### config.mk
export PLATFORM = sky130hd
export DESIGN_NAME = seq_multiplier_64bit
export DESIGN_NICKNAME = d
export VERILOG_FILES = /design/src/rtl/mul_pkg.sv /design/src/rtl/adder_64bit.sv /design/src/rtl/seq_multiplier_64bit.sv
export SDC_FILE = /design/constraint.sdc
export NUM_CORES = 1
export LEC_CHECK = 0
export CORE_MARGIN = 3
export CORE_UTILIZATION = 55
export DETAILED_ROUTE_END_ITERATION = 7
export PLACE_DENSITY = 0.79
export SLEW_MARGIN = 20
export SYNTH_ARGS = -nofsm -noshare
export SYNTH_HDL_FRONTEND = slang
export SYNTH_SLANG_ARGS = --single-unit
export TNS_END_PERCENT = 5
### constraint.sdc
create_clock -name clk -period 13.4 [get_ports clk]
set_clock_uncertainty 0.1 [all_clocks]
set_input_delay 2.68 -clock clk [delete_from_list [all_inputs] [get_ports clk]]
set_output_delay 2.68 -clock clk [all_outputs]
set_load 0.005 [all_outputs]
### src/rtl/mul_pkg.sv
// Shared constants, FSM encoding and flag helper for the 64-bit shift-add multiplier.
package mul_pkg;

  localparam int WIDTH      = 64;
  localparam int ITERATIONS = 64;
  localparam int COUNT_W    = 7;

  localparam logic [COUNT_W-1:0] LAST_COUNT = 7'd63;
  localparam logic [COUNT_W-1:0] COUNT_ONE  = 7'd1;

  localparam logic [1:0] ST_IDLE = 2'd0;
  localparam logic [1:0] ST_RUN  = 2'd1;
  localparam logic [1:0] ST_DONE = 2'd2;

  typedef enum logic [1:0] {
    IDLE = ST_IDLE,
    RUN  = ST_RUN,
    DONE = ST_DONE
  } state_e;

  function automatic logic is_zero(input logic [WIDTH-1:0] v);
    return (v == {WIDTH{1'b0}});
  endfunction

endpackage

### src/rtl/adder_64bit.sv
// 64-bit ripple-free behavioural adder with carry-out and signed overflow flags.
module adder_64bit
  import mul_pkg::*;
(
  input  logic [WIDTH-1:0] a,
  input  logic [WIDTH-1:0] b,
  input  logic             cin,
  output logic [WIDTH-1:0] sum,
  output logic             carry_out,
  output logic             overflow
);

  logic [WIDTH:0] full_s;

  // Full-width sum; overflow when like-signed operands give an unlike-signed result.
  always_comb begin
    full_s    = {1'b0, a} + {1'b0, b} + {{WIDTH{1'b0}}, cin};
    sum       = full_s[WIDTH-1:0];
    carry_out = full_s[WIDTH];
    overflow  = (a[WIDTH-1] == b[WIDTH-1]) && (full_s[WIDTH-1] != a[WIDTH-1]);
  end

endmodule

### src/rtl/seq_multiplier_64bit.sv
// Sequential shift-add multiplier: 64 iterations per operation, low 64 product bits,
// registered product/zero/negative flags that hold until the next accepted start.
module seq_multiplier_64bit
  import mul_pkg::*;
#(
  parameter int WIDTH = mul_pkg::WIDTH
) (
  input  logic             clk,
  input  logic             reset,
  input  logic             start,
  input  logic [WIDTH-1:0] A,
  input  logic [WIDTH-1:0] B,
  output logic             busy,
  output logic             done,
  output logic [WIDTH-1:0] product,
  output logic             zero,
  output logic             negative
);

  if (WIDTH != 64) begin : g_width_check
    $error("seq_multiplier_64bit supports WIDTH = 64 only");
  end

  state_e             state_r;
  state_e             state_next_s;
  logic [WIDTH-1:0]   acc_r;
  logic [WIDTH-1:0]   mcand_r;
  logic [WIDTH-1:0]   mplier_r;
  logic [COUNT_W-1:0] count_r;
  logic [WIDTH-1:0]   product_r;
  logic               busy_r;
  logic               done_r;
  logic               zero_r;
  logic               negative_r;

  logic [WIDTH-1:0]   add_sum_s;
  logic [WIDTH-1:0]   acc_next_s;
  logic               accept_s;
  logic               last_s;
  logic               unused_cout_s;
  logic               unused_ovf_s;

  adder_64bit u_adder (
    .a         (acc_r),
    .b         (mcand_r),
    .cin       (1'b0),
    .sum       (add_sum_s),
    .carry_out (unused_cout_s),
    .overflow  (unused_ovf_s)
  );

  // Start acceptance, final-iteration detect and conditional accumulate.
  always_comb begin
    accept_s   = start && ((state_r == IDLE) || (state_r == DONE));
    last_s     = (state_r == RUN) && (count_r == LAST_COUNT);
    acc_next_s = acc_r;
    if (mplier_r[0]) begin
      acc_next_s = add_sum_s;
    end else begin
      acc_next_s = acc_r;
    end
  end

  // Next-state logic; start is only honoured outside RUN.
  always_comb begin
    state_next_s = state_r;
    case (state_r)
      IDLE: begin
        if (start) state_next_s = RUN;
        else       state_next_s = IDLE;
      end
      RUN: begin
        if (last_s) state_next_s = DONE;
        else        state_next_s = RUN;
      end
      DONE: begin
        if (start) state_next_s = RUN;
        else       state_next_s = IDLE;
      end
      default: state_next_s = IDLE;
    endcase
  end

  // State register.
  always_ff @(posedge clk or posedge reset) begin
    if (reset) begin
      state_r <= IDLE;
    end else begin
      state_r <= state_next_s;
    end
  end

  // Datapath: operands latched on acceptance, one shift-add step per RUN cycle.
  always_ff @(posedge clk or posedge reset) begin
    if (reset) begin
      acc_r    <= {WIDTH{1'b0}};
      mcand_r  <= {WIDTH{1'b0}};
      mplier_r <= {WIDTH{1'b0}};
      count_r  <= {COUNT_W{1'b0}};
    end else if (accept_s) begin
      acc_r    <= {WIDTH{1'b0}};
      mcand_r  <= A;
      mplier_r <= B;
      count_r  <= {COUNT_W{1'b0}};
    end else if (state_r == RUN) begin
      acc_r    <= acc_next_s;
      mcand_r  <= {mcand_r[WIDTH-2:0], 1'b0};
      mplier_r <= {1'b0, mplier_r[WIDTH-1:1]};
      count_r  <= count_r + COUNT_ONE;
    end else begin
      acc_r    <= acc_r;
      mcand_r  <= mcand_r;
      mplier_r <= mplier_r;
      count_r  <= count_r;
    end
  end

  // Registered status and result; the final accumulate is captured on the RUN->DONE edge.
  always_ff @(posedge clk or posedge reset) begin
    if (reset) begin
      busy_r     <= 1'b0;
      done_r     <= 1'b0;
      product_r  <= {WIDTH{1'b0}};
      zero_r     <= 1'b1;
      negative_r <= 1'b0;
    end else begin
      busy_r <= (state_next_s == RUN);
      done_r <= (state_next_s == DONE);
      if (accept_s) begin
        product_r  <= {WIDTH{1'b0}};
        zero_r     <= 1'b1;
        negative_r <= 1'b0;
      end else if (last_s) begin
        product_r  <= acc_next_s;
        zero_r     <= is_zero(acc_next_s);
        negative_r <= acc_next_s[WIDTH-1];
      end else begin
        product_r  <= product_r;
        zero_r     <= zero_r;
        negative_r <= negative_r;
      end
    end
  end

  assign busy     = busy_r;
  assign done     = done_r;
  assign product  = product_r;
  assign zero     = zero_r;
  assign negative = negative_r;

endmodule

==> metrics <==
Top FF cell, synth dfrtp_1; Pwr Density 280 mW/mm²; Reg power frac 26.8%; Antenna Nets Post-Route 0; initial antenna violation count 0; outcome finished clean; CP cell instances ha_1 > inv_1 > fa_1 > nor2b_4 > o31a_1 > o21ai_0 > o21ai_0 > a211oi_1 > o31ai_1 > xor2_1 > mux2i_1 > nand4_1 > nor4_1 > nand4_1 > o21ai_1; Critical Path Source Type flop; commonest cells in the netlist nand2_1, dfrtp_1, nor2_1; RePlAce Congestion 0.981; switching portion of total power 46.6%; R2R Setup Slk 8.55 ns; Die Y 178 µm; Clock Power Share 16.0%; Final Hold Violating Endpoints 0; Clock Tree Buf Depth 3; CTS tree done; worst hold path class flop to flop; later-pin clock latency in the skew report 0.56 ns; Post-DP HPWL 32.8 mm; Pins Over Slew Limit 0; Period minus WS final 4.85 ns; Num CTS Buffers 29; Syn Inst Count 1964; Crit-path slowest cell o21ai_0; top cell type's share of synthesized area 41.3%; setup tns final 0 ns; fin util 66.8%; # Max-Cap Violations 0; clk root buf clkbuf_16; crit path DAT 5.23 ns; Layout Area Growth over Synthesis 19.1%; fin crit share 36.2%; Placeable Area 0.0289 mm²; die width 178 µm; post-synthesis instance area 0.0162 mm²; htree depth 1; Warnings, synthesis 0; clock slew at reported path FFs 0.06 ns; Layout Cells excl Fill 2475; Power Internal 2880 µW; Max stage delay on crit path 0.71 ns; Psw 2510 µW; post-synth cell types 88; grt total ovfl 0; WS Path Type flop to flop; Antenna Cells 0; postcts setup bufs 0; CTS Hold Bufs 0; Die ar. 0.0315 mm²; Async SR Flop Fraction 100%; initial cell density of the core 56.1%; port bufs 198; final WL 46.8 mm; Post-CTS Resized 0; top cells by area, synth dfrtp_1, nand2_1, ha_1; total power 5400 µW; Remaining DRCs 0; fin nets 2266; Post-synth EDFFs 0; max_slew headroom 36.2%; sequential fraction of the synthesis area 41.5%; Max VDD drop 0.124 mV; DRT iter0 DRCs 1340; worst slew pin tran 0.957 ns; DR vias 15210; critical path endpoint category flop; # rows 62; #FFs+latches synth 268; routed length per instance 18.9 µm; largest net degree at the start of global routing 137; first-pass GRT wire length 75.2 mm; vias per cell 6.15; dpl cells 2423; Peak Freq 0.206 GHz; Mapped Avg Cell Area 8.24 µm²; RSZ-0062 raised after global routing no; Leakage 0.00837 µW; number of global-route vias before repair 14436; DR pass1 iterations 6; critical path peak fanout 8; count leader, synth nand2_1; # setup viols final 0; total track usage 29.1%; Comb pwr share 57.2%; CP required 13.78 ns; top cell type by total area after synthesis dfrtp_1; Synth Net Count 2160; CTS sink cnt 268; fraction of layout cells with a size suffix above 1 5.40%; I/O pin total 199
## power by group through the flow
stage / clock network (µW) / registers, µW / logic [µW]
floorplan: 0 / 1330 / 2280
detailed placement: 0 / 1440 / 3020
global route: 911 / 1490 / 3400
finish: 864 / 1450 / 3090
CTS: 876 / 1440 / 3030
global placement: 0 / 1440 / 2960
## cells by family (layout without fill, tap and decap cells)
family,count (synthesis),count (layout),synth area share (%)
adder cells (fa/ha/maj),65,65,5.07
flip-flops,268,268,41.5
multiplexers,33,33,2.13
XOR/XNOR,30,30,1.62
AND/OR/NAND/NOR,823,823,22.5
AO/OA/AOI/OAI,576,576,23.0
buffers and inverters,169,296,4.29
## flip-flops by register name (all words and copies together) (netlist names)
name and cells:
acc_r 64, busy 1, count_r 7, done 1, mcand_r 64, mplier_r 64
product 64, state_r 2, zero 1
## metal layers
metal  vias to the layer above  global-route usage [%]  share of wire (%)
li1                       7264                       -                  -
met1                      7286                    41.6                 44
met2                       587                    45.5                 45
met3                        73                    5.71                8.5
met4                         0                    7.76                2.4
met5                         -                       0                  0
## layout by cell type, fill, tap and decap left out, drive strengths merged, types with 11 or more instances in the layout
master,count
mux2,12
a211oi,15
buf,14
a22o,17
nand3,86
o21ai,157
nand2b,12
mux2i,21
clkbuf,38
dfrtp,267
a21oi,106
nor3,19
clkdlybuf4s50,198
nor2,171
ha,64
a21o,18
o21a,14
o31ai,13
inv,33
or3,11
a22oi,23
xor2,16
nor4,16
a31oi,119
nor2b,16
xnor2,14
nand2,409
nand4,26
and3,18
## through the flow
stage / area, µm² / hold WS, ns / setup slack, ns
global route: 19300 / 0.404 / 8.17
floorplan: 16200 / 0.347 / 3.24
CTS: 19300 / 0.378 / 8.66
detailed placement: 18200 / 0.364 / 8.06
finish: 19300 / 0.378 / 8.55
global placement: 18200 / 0.358 / 8.16
## final timing paths
check | to | depth (start not counted) | from
worst max register to register | zero | 15 | acc_r[0]
worst max-delay path | zero | 15 | acc_r[0]
worst min register to register | mplier_r[2] | 2 | mplier_r[2]
worst min-delay path | mplier_r[2] | 2 | mplier_r[2]
max in group asynchronous | product[21] | 3 | reset
min in group asynchronous | mplier_r[10] | 2 | reset
## cell type report
class,instances,area (µm²)
clock buffers,38,830
clock inverters,14,209
fillers,2377,9590
inverters,32,128
multi-input cells,1527,8820
flip-flops and latches,268,6710
well taps,384,480
repair buffers,212,2090
## worst max-delay path: cells and delay by family, from the launching register on
family / cells / cell delay (ns)
multiplexers: 1 / 0.31
buffers and inverters: 1 / 0.06
flip-flops: 1 / 0.42
adder cells (fa/ha/maj): 2 / 0.63
XOR/XNOR: 1 / 0.14
AND/OR/NAND/NOR: 4 / 0.85
AO/OA/AOI/OAI: 6 / 2.27
Note: power is estimated with default switching activity, not from simulation.
==> patch, RTL diff (same flow settings) <==
Change the package constant `COUNT_W` from 7 to 14.
--- a/src/rtl/mul_pkg.sv
+++ b/src/rtl/mul_pkg.sv
@@ -3,7 +3,7 @@
 
   localparam int WIDTH      = 64;
   localparam int ITERATIONS = 64;
-  localparam int COUNT_W    = 7;
+  localparam int COUNT_W    = 14;
 
   localparam logic [COUNT_W-1:0] LAST_COUNT = 7'd63;
   localparam logic [COUNT_W-1:0] COUNT_ONE  = 7'd1;
Formal check against the unedited RTL: no difference found for any inputs over 10 cycles, from zero or initial values and one cycle with reset high; that may be too few to reach the edited logic, so the function may still have changed.
==> patch against the unedited design <==
  * Sequential cell count grew 7
  * Cell area grew 1.8%
  * First-iteration DRC count shrank 14%
  * Synthesized area grew 2.3%
  * Worst setup slack lost 0.099 ns
  * Wire length grew 6.1%
  * Cell count grew 0.85%
Power is not compared: it rests on default switching activity, and its combinational part moved more than twofold at a synthesized area within 25%.
==> patch: results (changes against the unedited design) <==
stage,metric,value,unit,change
clock_network,number_of_cts_inserted_buffers,30,,+3.4%
clock_network,cts_resized,0,,unchanged
detailed_routing,wl_met2,22.4,mm,+5.9%
min_path,min_path_type,reg -> reg,,
detailed_routing,routed-via-count,15500,,+2.0%
final_layout,final_net_count,2286,,+0.88%
clock_network,insertion_delay,0.58,ns,+0.02 ns
logic_synthesis,synthDistinctLibCells,102,,+16%
timing,timing.max_slew.rel_slack,32.3,%,-3.9 points
final_layout,antenna_cells_inserted,0,,unchanged
detailed_routing,uppermost_signal_routing_layer_after_detailed_routing,met4,,
global_route,grt_pass1_vias,14600,,+1.5%
clock_network,clk_path_buf_depth,3,,unchanged
logic_synthesis,sequential_area_share_after_synthesis,41.6,%,+0.14 points
min_path,holdCritStartpoint,mplier_r[1],,
logic_synthesis,synth-main-ff-cell,dfrtp_1,,
final_layout,drive_gt1_share,5.97,%,+0.56 points
clock_network,ctsRootBufferMaster,clkbuf_16,,
placement,io_buffer_count,198,,unchanged
detailed_routing,drt-total-wl,49.6,mm,+6.1%
global_route,grt.met2_usage,46.9,%,+1.4 points
setup_path,timing.critical_path.slowest_cell_delay,0.76,ns,+0.05 ns
global_route,grt_max_degree,128,,-6.6%
setup_path,timing.rr.start,acc_r[0],,
detailed_routing,sum_of_met3_wire_segment_lengths_after_detailed_routing,3.99,mm,+0.73%
power_and_ir_drop,power_leakage,8.44,nW,
clock_network,clk_pin_slew_worst_paths,0.06,ns,about the same
global_route,globalRouteMet3Util,5.56,%,-0.15 points
logic_synthesis,ys_async_sr_fraction,100,%,unchanged
logic_synthesis,synth.cells.most_frequent,"412 x nand2_1, 274 x dfrtp_1, 176 x nor2_1",,
logic_synthesis,yosys_warnings,0,,unchanged
global_route,gr-usage-met1,43.4,%,+1.8 points
power_and_ir_drop,worst_ir_drop_vdd,114,µV,
run_status,run_status,"complete, no violations",,
detailed_routing,routedLengthMet1,22.3,mm,+8.3%
detailed_routing,initialDrtViolationCount,1147,,-14%
setup_path,reg2regPathDepth,14,,-1
logic_synthesis,ys_top_cells_by_area,"dfrtp_1 41%, nand2_1 9.3%, o21ai_0 5.1%, ha_1 4.8%, a31oi_1 4.6%",,
setup_path,critical_path.max_fanout,6,,-2
logic_synthesis,synth_fp_nets,2181,,+0.97%
clock_network,post-cts-setup-buffer-count,0,,unchanged
setup_path,timing.critical_path.arrival,5.37,ns,+0.14 ns
global_route,globalRouteTotalUtil,29.7,%,+0.61 points
placement,globalplace.congestion,0.977,,-0.43%
clock_network,htree_num_levels,1,,unchanged
final_layout,fillers,2399,,+0.93%
detailed_routing,firstDrtPassIters,6,,unchanged
global_route,initial_antenna_violation_count,0,,unchanged
placement,place_hpwl,35.2,mm,+7.3%
setup_path,timing.critical_path.slowest_stage_cell,a211oi_1,,
global_route,grt_pass1_wl,80.0,mm,+6.4%
## patch: final timing paths
check	endpoint	slack, ns
max	zero	8.45
min	mplier_r[1]	0.38
max reg2reg	zero	8.45
min reg2reg	mplier_r[1]	0.38
max in group asynchronous	mcand_r[25]	9.13
min in group asynchronous	mplier_r[22]	2.59
## patch: area by class of cell
class | instances | area [µm²] | area share (%)
Multi-Input combinational cell | 1550 | 9000 | 45.9
Timing Repair Buffer | 212 | 2110 | 10.8
Inverter | 21 | 86.3 | 0.440
Clock inverter | 6 | 108 | 0.549
Sequential cell | 275 | 6890 | 35.1
Clock buffer | 48 | 938 | 4.78
Tap cell | 384 | 480 | 2.45
## patch: per-stage QoR
stage                     instance area [µm²]  std cells  total power [mW]  setup slack [ns]  util (%)
after floorplan                         16500       1985              1.62              3.04         -
after global placement                  18500       2441              1.88              8.10      63.5
after detailed placement                18500       2441              1.89              8.05      63.5
after CTS                               19600       2495              2.76              8.54      67.1
after global routing                    19600       2496              2.91              8.22      67.2
final                                   19600       2496              2.77              8.45      67.2
## patch: logic make-up after synthesis
group | after synthesis | share of synthesized area [%]
xor gates and xnor gates | 37 | 1.96
buffers and inverters | 160 | 4.26
AOI/OAI and AO/OA | 583 | 22.6
muxes | 34 | 2.10
adders and majority gates | 65 | 4.96
DFF | 275 | 41.6
and+or+nand+nor | 831 | 22.5
## patch: power breakdown
group          internal, mW  switching [mW]
combinational         0.340           0.550
sequential            0.920          0.0935
clock                 0.516           0.351
total                  1.78           0.994
## patch: critical path: cells and delay by family, from the launching register on
kind	cells	cell delay [ns]
AO/OA/AOI/OAI	5	2.20
adder cells (fa/ha/maj)	2	0.63
buffers and inverters	1	0.07
flip-flops	1	0.43
AND/OR/NAND/NOR	6	1.46
